### config.mk
export PLATFORM = sky130hd
export DESIGN_NAME = checkpoint_recovery_ctrl
export DESIGN_NICKNAME = d
export VERILOG_FILES = /design/src/rtl/riscv_cp_pkg.sv /design/src/rtl/checkpoint_recovery_ctrl_oldest_select.sv /design/src/rtl/checkpoint_recovery_ctrl.sv
export SDC_FILE = /design/constraint.sdc
export NUM_CORES = 2
export LEC_CHECK = 0
export ABC_AREA = 1
export CAP_MARGIN = 20
export CORE_AREA = 2 2 636 638
export CTS_CLUSTER_DIAMETER = 60
export CTS_CLUSTER_SIZE = 8
export DETAILED_ROUTE_END_ITERATION = 10
export DIE_AREA = 0 0 638 640
export PLACE_DENSITY = 0.31
export SYNTH_ARGS = -nofsm -noshare
export SYNTH_HDL_FRONTEND = slang
export SYNTH_SLANG_ARGS = --single-unit
### constraint.sdc
create_clock -name clk -period 5.9 [get_ports clk]
set_input_delay 0.885 -clock clk [delete_from_list [all_inputs] [get_ports clk]]
set_output_delay 0.885 -clock clk [all_outputs]
set_load 0.02 [all_outputs]
### src/rtl/riscv_cp_pkg.sv
// riscv_cp_pkg: shared checkpoint-recovery types, sizes and line field offsets
package riscv_cp_pkg;
  localparam int NUM_CP = 8;
  localparam int CPW = $clog2(NUM_CP);
  localparam int NUM_RES = 3;
  localparam int AL_SIZE = 32;
  localparam int ALW = $clog2(AL_SIZE);
  localparam int LINE_SIZE = 3*ALW+660;
  localparam int FL_SIZE_LSB = 384;
  localparam int FL_FRONT_LSB = 391;
  localparam int FL_BACK_LSB = 397;
  localparam int AL_FRONT_LSB = 403;
  localparam int RMT_LSB = 3*ALW+404;
  localparam int BBL_LSB = RMT_LSB+192;
  typedef logic [CPW-1:0] cp_id_t;
  typedef logic [ALW-1:0] al_idx_t;
  typedef enum logic [1:0] {IDLE, RECALL, RESTORE, DRAIN} recov_state_e;
  function automatic cp_id_t cp_age(input cp_id_t id, input cp_id_t oldest);
    return id - oldest;
  endfunction
endpackage

### src/rtl/checkpoint_recovery_ctrl_oldest_select.sv
// cp_oldest_select: picks the oldest mispredicting lane, lower lane wins ties
module cp_oldest_select
  import riscv_cp_pkg::*;
(
  input  logic [NUM_RES-1:0]       mis_i,
  input  cp_id_t [NUM_RES-1:0]     id_i,
  input  logic [NUM_RES-1:0][63:0] target_i,
  input  cp_id_t                   oldest_i,
  output logic                     hit_o,
  output cp_id_t                   id_o,
  output logic [63:0]              target_o,
  output cp_id_t                   age_o
);
  // strict compare keeps the earlier (lower) lane on equal age
  always_comb begin
    hit_o = 1'b0;
    id_o = '0;
    target_o = '0;
    age_o = '0;
    for (int l = 0; l < NUM_RES; l++)
      if (mis_i[l] && (!hit_o || cp_age(id_i[l], oldest_i) < age_o)) begin
        hit_o = 1'b1;
        id_o = id_i[l];
        target_o = target_i[l];
        age_o = cp_age(id_i[l], oldest_i);
      end
  end
endmodule

### src/rtl/checkpoint_recovery_ctrl.sv
// checkpoint_recovery_ctrl: validates correct branches, recalls and restores on the oldest mispredict
module checkpoint_recovery_ctrl
  import riscv_cp_pkg::*;
#(
  parameter int DRAIN_CYC = 2
) (
  input  logic                     clk,
  input  logic                     reset,
  input  logic [NUM_RES-1:0]       res_valid,
  input  logic [NUM_RES-1:0]       res_mispredict,
  input  cp_id_t [NUM_RES-1:0]     res_cp_id,
  input  logic [NUM_RES-1:0][63:0] res_target,
  input  cp_id_t                   oldest_cp_id,
  output logic [NUM_RES-1:0]       validate,
  output cp_id_t [NUM_RES-1:0]     validated_id,
  output logic                     recall_checkpoint,
  output cp_id_t                   recall_id,
  input  logic [LINE_SIZE-1:0]     recalled_data,
  output logic                     restore_valid,
  output logic [31:0][5:0]         rmt_restore,
  output logic [63:0][5:0]         fl_list_restore,
  output logic [6:0]               fl_size_restore,
  output logic [5:0]               fl_front_restore,
  output logic [5:0]               fl_back_restore,
  output al_idx_t                  al_front_restore,
  output logic [63:0]              bbl_restore,
  output logic                     redirect_valid,
  output logic [63:0]              redirect_pc,
  output logic                     recovery_busy
);
  recov_state_e state_q, state_d;
  cp_id_t id_q, id_d, sel_id, sel_age, lat_age, lim_age;
  logic [63:0] tgt_q, tgt_d, sel_tgt;
  logic [2:0] cnt_q, cnt_d;
  logic [LINE_SIZE-1:0] line_q, line_d;
  logic [NUM_RES-1:0] validate_q, validate_d;
  cp_id_t [NUM_RES-1:0] vid_q, vid_d;
  logic sel_hit, busy, take, lim_act;
  cp_oldest_select u_sel (
    .mis_i(res_valid & res_mispredict),
    .id_i(res_cp_id),
    .target_i(res_target),
    .oldest_i(oldest_cp_id),
    .hit_o(sel_hit),
    .id_o(sel_id),
    .target_o(sel_tgt),
    .age_o(sel_age)
  );
  assign busy = state_q != IDLE;
  assign lat_age = cp_age(id_q, oldest_cp_id);
  assign take = sel_hit && (!busy || sel_age < lat_age);
  assign lim_act = take || busy;
  assign lim_age = take ? sel_age : lat_age;
  // next state, latch, drain counter, line capture and validate filtering
  always_comb begin
    state_d = take ? RECALL : state_q == RECALL ? RESTORE : state_q == RESTORE ? DRAIN :
              (state_q == DRAIN && cnt_q == 3'd0) ? IDLE : state_q;
    id_d = take ? sel_id : id_q;
    tgt_d = take ? sel_tgt : tgt_q;
    cnt_d = state_q == RESTORE ? 3'(DRAIN_CYC-1) : state_q == DRAIN ? cnt_q - 3'd1 : cnt_q;
    line_d = state_q == RECALL ? recalled_data : line_q;
    vid_d = res_cp_id;
    for (int i = 0; i < NUM_RES; i++)
      validate_d[i] = res_valid[i] && !res_mispredict[i] &&
                      (!lim_act || cp_age(res_cp_id[i], oldest_cp_id) < lim_age);
  end
  // state and datapath registers
  always_ff @(posedge clk) begin
    if (reset) begin
      state_q <= IDLE;
      id_q <= '0;
      tgt_q <= '0;
      cnt_q <= '0;
      line_q <= '0;
      validate_q <= '0;
      vid_q <= '0;
    end else begin
      state_q <= state_d;
      id_q <= id_d;
      tgt_q <= tgt_d;
      cnt_q <= cnt_d;
      line_q <= line_d;
      validate_q <= validate_d;
      vid_q <= vid_d;
    end
  end
  // unpack the captured checkpoint line into restore fields
  always_comb begin
    for (int k = 0; k < 64; k++) fl_list_restore[k] = line_q[6*k+:6];
    for (int r = 0; r < 32; r++) rmt_restore[r] = line_q[RMT_LSB+6*r+:6];
  end
  assign fl_size_restore = line_q[FL_SIZE_LSB+:7];
  assign fl_front_restore = line_q[FL_FRONT_LSB+:6];
  assign fl_back_restore = line_q[FL_BACK_LSB+:6];
  assign al_front_restore = line_q[AL_FRONT_LSB+:ALW];
  assign bbl_restore = line_q[BBL_LSB+:64];
  assign validate = validate_q;
  assign validated_id = vid_q;
  assign recall_checkpoint = state_q == RECALL;
  assign recall_id = id_q;
  assign restore_valid = state_q == RESTORE;
  assign redirect_valid = state_q == RESTORE;
  assign redirect_pc = tgt_q;
  assign recovery_busy = busy;
endmodule
* Word-level counts from Yosys, hierarchy flattened
Cells that the tools add are included.
** Storage, ports and cells
- Bits in registers :: 759
- Bits of input ports :: 887
** Operators by class
- Add/sub/neg operators :: 5
- Magnitude comparators :: 6
- Equal/unequal tests :: 3
- Multiplexer cells :: 19
- Bitwise operators :: 1
- Reduce and logical (&&, ||, !) cells :: 31
** Operators by type and width (count)
- 64-bit two-way mux :: 3
- 3-bit two-way mux :: 7
- 3-bit < comparator :: 6
- 3-bit subtractor :: 4
- 1-bit logical AND :: 10
- 1-bit zero test :: 7
- 1-bit logical OR :: 7
- 1-bit two-way mux :: 6
- 2-bit two-way mux :: 3
- 2-bit == test (second input constant) :: 2
- 2-bit nonzero test :: 2
- 4-bit nonzero test :: 1
- 2-bit OR reduction :: 2
- 3-bit AND :: 1
- 3-bit zero test :: 1
- 3-bit nonzero test :: 1
- 3-bit by 1-bit subtractor with 3-bit output (second input constant) :: 1
- 2-bit by 1-bit == test with 1-bit output (second input constant) :: 1

* Logic depth before layout (Yosys ltp)
- Depth after elaboration :: 17
- Gate-level depth with buffers :: 42
- Mapped depth without buffers :: 40

* Modules after synthesis
Synthesis repeated with hierarchy kept, for this count alone.
** Second synthesis, totals
- Cell total of the unflattened synthesis :: 3846
- Area, all modules :: 28424.8 um^2
** Modules (own cells, without submodules)
- checkpoint_recovery_ctrl :: instances 1, cells an instance 3333, area each 26098.8 um^2
- cp_oldest_select :: instances 1, cells an instance 513, area each 2326.0 um^2

* Least setup slack after synthesis
OpenSTA, ideal clock, no wires.
- Path type :: input port to flip-flop
- Start :: input port res_cp_id[0] in the netlist's numbering
- End :: register validate_q[0], in the netlist validate[0]
- Data arrival time :: 5366 ps
- Setup slack :: 464 ps
- Stages :: 34
- Buffers on the path :: 2
- Cell sequence :: inv_1 -> ha_1 -> inv_1 -> fa_1 -> xor2_1 -> nand2_1 -> ha_1 -> nand2_1 -> inv_1 -> nand2_1 -> nand2_1 -> nand2_2 -> nand2_2 -> clkbuf_1 -> nand2_1 -> o21ai_0 -> ha_1 -> a21oi_1 -> nand2_1 -> nand2_2 -> nand2_2 -> inv_2 -> clkbuf_1 -> o21ai_0 -> ha_1 -> a21oi_1 -> nand2_1 -> nand2_2 -> nand2_4 -> o21ai_0 -> ha_1 -> a21oi_1 -> nand2_1 -> a21oi_1
** On the way
- Longest elaborated chain between the ends :: 17
- Elaborated cells on any way between the ends :: 22
** RTL lines
- from (decl) :: RTL line checkpoint_recovery_ctrl.sv:11 : input cp_id_t [NUM_RES-1:0] res_cp_id,
- 3-bit subtractor (*) :: RTL line riscv_cp_pkg.sv:19 : return id - oldest;
- 3-bit two-way mux :: RTL line checkpoint_recovery_ctrl_oldest_select.sv:21 : if (mis_i[l] && (!hit_o || cp_age(id_i[l], oldest_i) < age_o)) begin
- 3-bit < comparator :: RTL line checkpoint_recovery_ctrl_oldest_select.sv:21
- 1-bit logical OR :: RTL line checkpoint_recovery_ctrl_oldest_select.sv:21
- 1-bit logical AND :: RTL line checkpoint_recovery_ctrl_oldest_select.sv:21
- 3-bit two-way mux / 1-bit two-way mux (equally long branches) :: RTL line checkpoint_recovery_ctrl_oldest_select.sv:21
- 3-bit < comparator / 1-bit zero test (equally long branches) :: RTL line checkpoint_recovery_ctrl_oldest_select.sv:21
- 1-bit logical OR :: RTL line checkpoint_recovery_ctrl_oldest_select.sv:21
- 1-bit logical AND :: RTL line checkpoint_recovery_ctrl_oldest_select.sv:21
- 3-bit two-way mux :: RTL line checkpoint_recovery_ctrl_oldest_select.sv:21
- 3-bit < comparator :: RTL line checkpoint_recovery_ctrl.sv:51 : assign take = sel_hit && (!busy || sel_age < lat_age);
- 1-bit logical OR :: RTL line checkpoint_recovery_ctrl.sv:51
- 1-bit logical AND :: RTL line checkpoint_recovery_ctrl.sv:51
- 3-bit two-way mux / 1-bit logical OR (equally long branches) :: RTL line checkpoint_recovery_ctrl.sv:53, checkpoint_recovery_ctrl.sv:52
- 3-bit < comparator / 1-bit zero test (equally long branches) :: RTL line checkpoint_recovery_ctrl.sv:65 : (!lim_act || cp_age(res_cp_id[i], oldest_cp_id) < lim_age);
- 1-bit logical OR (*) :: RTL line checkpoint_recovery_ctrl.sv:65
- 1-bit logical AND (*) :: RTL line checkpoint_recovery_ctrl.sv:64 : validate_d[i] = res_valid[i] && !res_mispredict[i] &&
- to (signal assigned) :: RTL line checkpoint_recovery_ctrl.sv:83 : validate_q <= validate_d;
- to (decl) :: RTL line checkpoint_recovery_ctrl.sv:36 : logic [NUM_RES-1:0] validate_q, validate_d;
Every way passes the cells marked *; elsewhere a longest branch is shown, timed or not.
A chain may end at the register's enable or synchronous reset.

* Final worst setup path
- Start :: input port oldest_cp_id[0]
- End :: register validate_q[2], in the netlist validate[2]
** On the way
- Longest elaborated chain between the ends :: 17
- Elaborated cells on any way between the ends :: 25
** RTL lines
- from (decl) :: RTL line checkpoint_recovery_ctrl.sv:13 : input cp_id_t oldest_cp_id,
- 3-bit subtractor :: RTL line riscv_cp_pkg.sv:19
- 3-bit two-way mux :: RTL line checkpoint_recovery_ctrl_oldest_select.sv:21
- 3-bit < comparator :: RTL line checkpoint_recovery_ctrl_oldest_select.sv:21
- 1-bit logical OR :: RTL line checkpoint_recovery_ctrl_oldest_select.sv:21
- 1-bit logical AND :: RTL line checkpoint_recovery_ctrl_oldest_select.sv:21
- 3-bit two-way mux / 1-bit two-way mux (equally long branches) :: RTL line checkpoint_recovery_ctrl_oldest_select.sv:21
- 3-bit < comparator / 1-bit zero test (equally long branches) :: RTL line checkpoint_recovery_ctrl_oldest_select.sv:21
- 1-bit logical OR :: RTL line checkpoint_recovery_ctrl_oldest_select.sv:21
- 1-bit logical AND :: RTL line checkpoint_recovery_ctrl_oldest_select.sv:21
- 3-bit two-way mux :: RTL line checkpoint_recovery_ctrl_oldest_select.sv:21
- 3-bit < comparator :: RTL line checkpoint_recovery_ctrl.sv:51
- 1-bit logical OR :: RTL line checkpoint_recovery_ctrl.sv:51
- 1-bit logical AND :: RTL line checkpoint_recovery_ctrl.sv:51
- 3-bit two-way mux / 1-bit logical OR (equally long branches) :: RTL line checkpoint_recovery_ctrl.sv:53, checkpoint_recovery_ctrl.sv:52
- 3-bit < comparator / 1-bit zero test (equally long branches) :: RTL line checkpoint_recovery_ctrl.sv:65
- 1-bit logical OR (*) :: RTL line checkpoint_recovery_ctrl.sv:65
- 1-bit logical AND (*) :: RTL line checkpoint_recovery_ctrl.sv:64
Marks and branches as above.

==> results.cfg <==
[place]
hpwlAfterDp_um = 209000
dpl_cell_area_mm2 = 0.0499
gp_congestion = 0.927
place_inst = 10300
pre_cts_slack_ns = -0.178
io_buffers = 1622

[sta]
finalSetupViolations = 0
max_freq_mhz = 188
tightestPinTransition_ns = 1.23
fin_hold_ws_ns = 0.487
drv_slew = 0
fin_crit_sh_pct = 90.2
min_period_ns = 5.32
fin_ws_ns = 0.578
skew_ns = 0.0700
rsz0062_at_grt = false
hold_viol_final = 0
slew_headroom_pct = 17.8
setup-tns-final_ns = 0

[critical_path]
crit_type = input pin to flip-flop
crit_slowest_cell = clkdlybuf4s50_1
crit_fanout = 6
critPathCaptureType = flip-flop
critPathMaxStageDelay_ns = 0.52
cp.arrival_ns = 6.10
cp-start-kind = input pin
crit_required_ns = 6.67

[clock_tree]
cts_resized = 0
cts_root_buffer = clkbuf_16
clock-sinks = 748
cts_tree = yes
clkTransAtPathRegs_ns = 0.05
holdBufCountCts = 0
cts_setup_buffers = 0
htree_num_levels = 4
cts_buffers = 151
clock_path_buffers = 4
clk_latency_ns = 0.85

[synth]
synth_edf_count = 0
async_flop_share_pct = 0
syn-cell-area_mm2 = 0.0274
post_synth_num_cell_types = 28
avgSynthCellArea_um2 = 7.63
synthesis.nets = 4507
ys_seq_area_share_pct = 54.6
yosysWarnings = 0
synth_flop_cell = dfxtp_1
synth_cells = 3594
ys_seq_elements = 748

[floorplanning]
die_h_um = 640
start_util_pct = 6.83
die_x_um = 638
num_io_pins = 1634
core_area_mm2 = 0.401
dieArea_mm2 = 0.408
rows = 233

[detailed_routing]
first_pass_iters = 5
ant_nets = 0
vias_per_cell = 3.07
drc = 0
drt_iter0_drc = 1858
wl_per_cell_um = 24.4
postRouteWirelength_um = 258000
vias = 32400

[layout]
area_growth_pct = 100
utilization_pct = 13.7
final_cell_count_no_fill = 10600
fin_area_mm2 = 0.0548
final_common_cell = clkdlybuf4s50_1
nets = 6068
drive_above_1_share_pct = 5.87
layout_common_cells = 1621 x clkdlybuf4s50_1, 1342 x nor2_1, 748 x dfxtp_1, 740 x o21ai_0, 235 x nand2_1

[power_and_ir_drop]
power.leakage_nw = 20.3
power.total_mw = 26.8
powerDensity_mw_per_mm2 = 490
vdd_drop_max_v = 0.000292

[grt]
overflow = 0
grt_pass1_vias = 32200
grt_start_max_net_pins = 169
grt_pass1_wl_um = 331000
grt_usage_pct = 12.0
antenna_found_initial = 167

[min_path]
hold_class = flip-flop to flip-flop

[run]
drv_cap = 0

[outcome]
status = finished, final reports clean
logic make-up (layout without fill, tap and decap cells):
group | after synthesis | after routing | synth area share (%)
DFF | 748 | 748 | 54.6
buffers and inverters | 322 | 1978 | 4.56
adders and majority gates | 26 | 26 | 1.30
xor gates and xnor gates | 9 | 9 | 0.288
other | 0 | 27 | 0
and+or+nand+nor | 1599 | 1599 | 22.1
AOI/OAI and AO/OA | 890 | 890 | 17.2
worst paths after layout:
path                            depth (start not counted)                endpoint                      start  slack (ns)
worst max register to register                         16  validate[2]$_SDFF_PP0_  recall_id[0]$_SDFFE_PP0P_        2.67
worst min-delay path                                    2   cnt_q[1]$_SDFFE_PP0P_      cnt_q[1]$_SDFFE_PP0P_        0.49
worst max-delay path                                   31  validate[2]$_SDFF_PP0_            oldest_cp_id[0]        0.58
worst min register to register                          2   cnt_q[1]$_SDFFE_PP0P_      cnt_q[1]$_SDFFE_PP0P_        0.49
power by group:
group	internal, mW	leakage [nW]	switching, mW	total, mW
Sequential	6.58	6.19	0.947	7.52
Clock	5.50	2.36	3.27	8.77
Combinational	3.94	11.8	6.61	10.6
Total	16.0	20.3	10.8	26.8
synth_stat cells, types with 3 or more instances:
cell	instances	area share [%]
dfxtp_1	748	55
o21ai_1	3	0.055
xor2_1	4	0.13
buf_2	13	0.24
xnor2_1	5	0.16
nand2_1	235	3.2
fa_1	4	0.29
inv_2	3	0.041
a31oi_1	66	1.5
nand3_1	10	0.18
clkbuf_1	259	3.5
inv_1	38	0.52
o21ai_0	740	14
nand2_2	6	0.14
o211ai_1	67	1.8
a21oi_1	13	0.24
buf_1	5	0.068
nor2_1	1342	18
ha_1	22	1.0
layer usage:
metal  part of all wire [%]  GRT usage, %
met1                     40          14.0
met4                    3.2          3.09
met5                  0.090             0
met2                     47          20.4
met3                    9.6          4.73
flip-flops by register name, summed over array words and instances (netlist names):
name	cells
line_q	664
recall_id	3
validate	3
state_q	2
cnt_q	3
validated_id	9
redirect_pc	64
layout make-up:
cell class / count / area, µm²
antenna: 27 / 67.6
clock buffer: 195 / 4220
clock inverter: 53 / 699
fill: 45800 / 347000
inverter: 42 / 175
multi-input combinational: 2524 / 11200
sequential: 748 / 15000
tap: 5287 / 6620
timing repair buffer: 1688 / 16900
worst max-delay path, delay by kind of cell:
family	cells	cell delay (ns)
xor gates and xnor gates	1	0.28
AOI/OAI and AO/OA	8	1.41
buffers and inverters	5	0.96
and+or+nand+nor	11	0.86
adders and majority gates	6	1.65
Power figures use the tool's default switching activity.
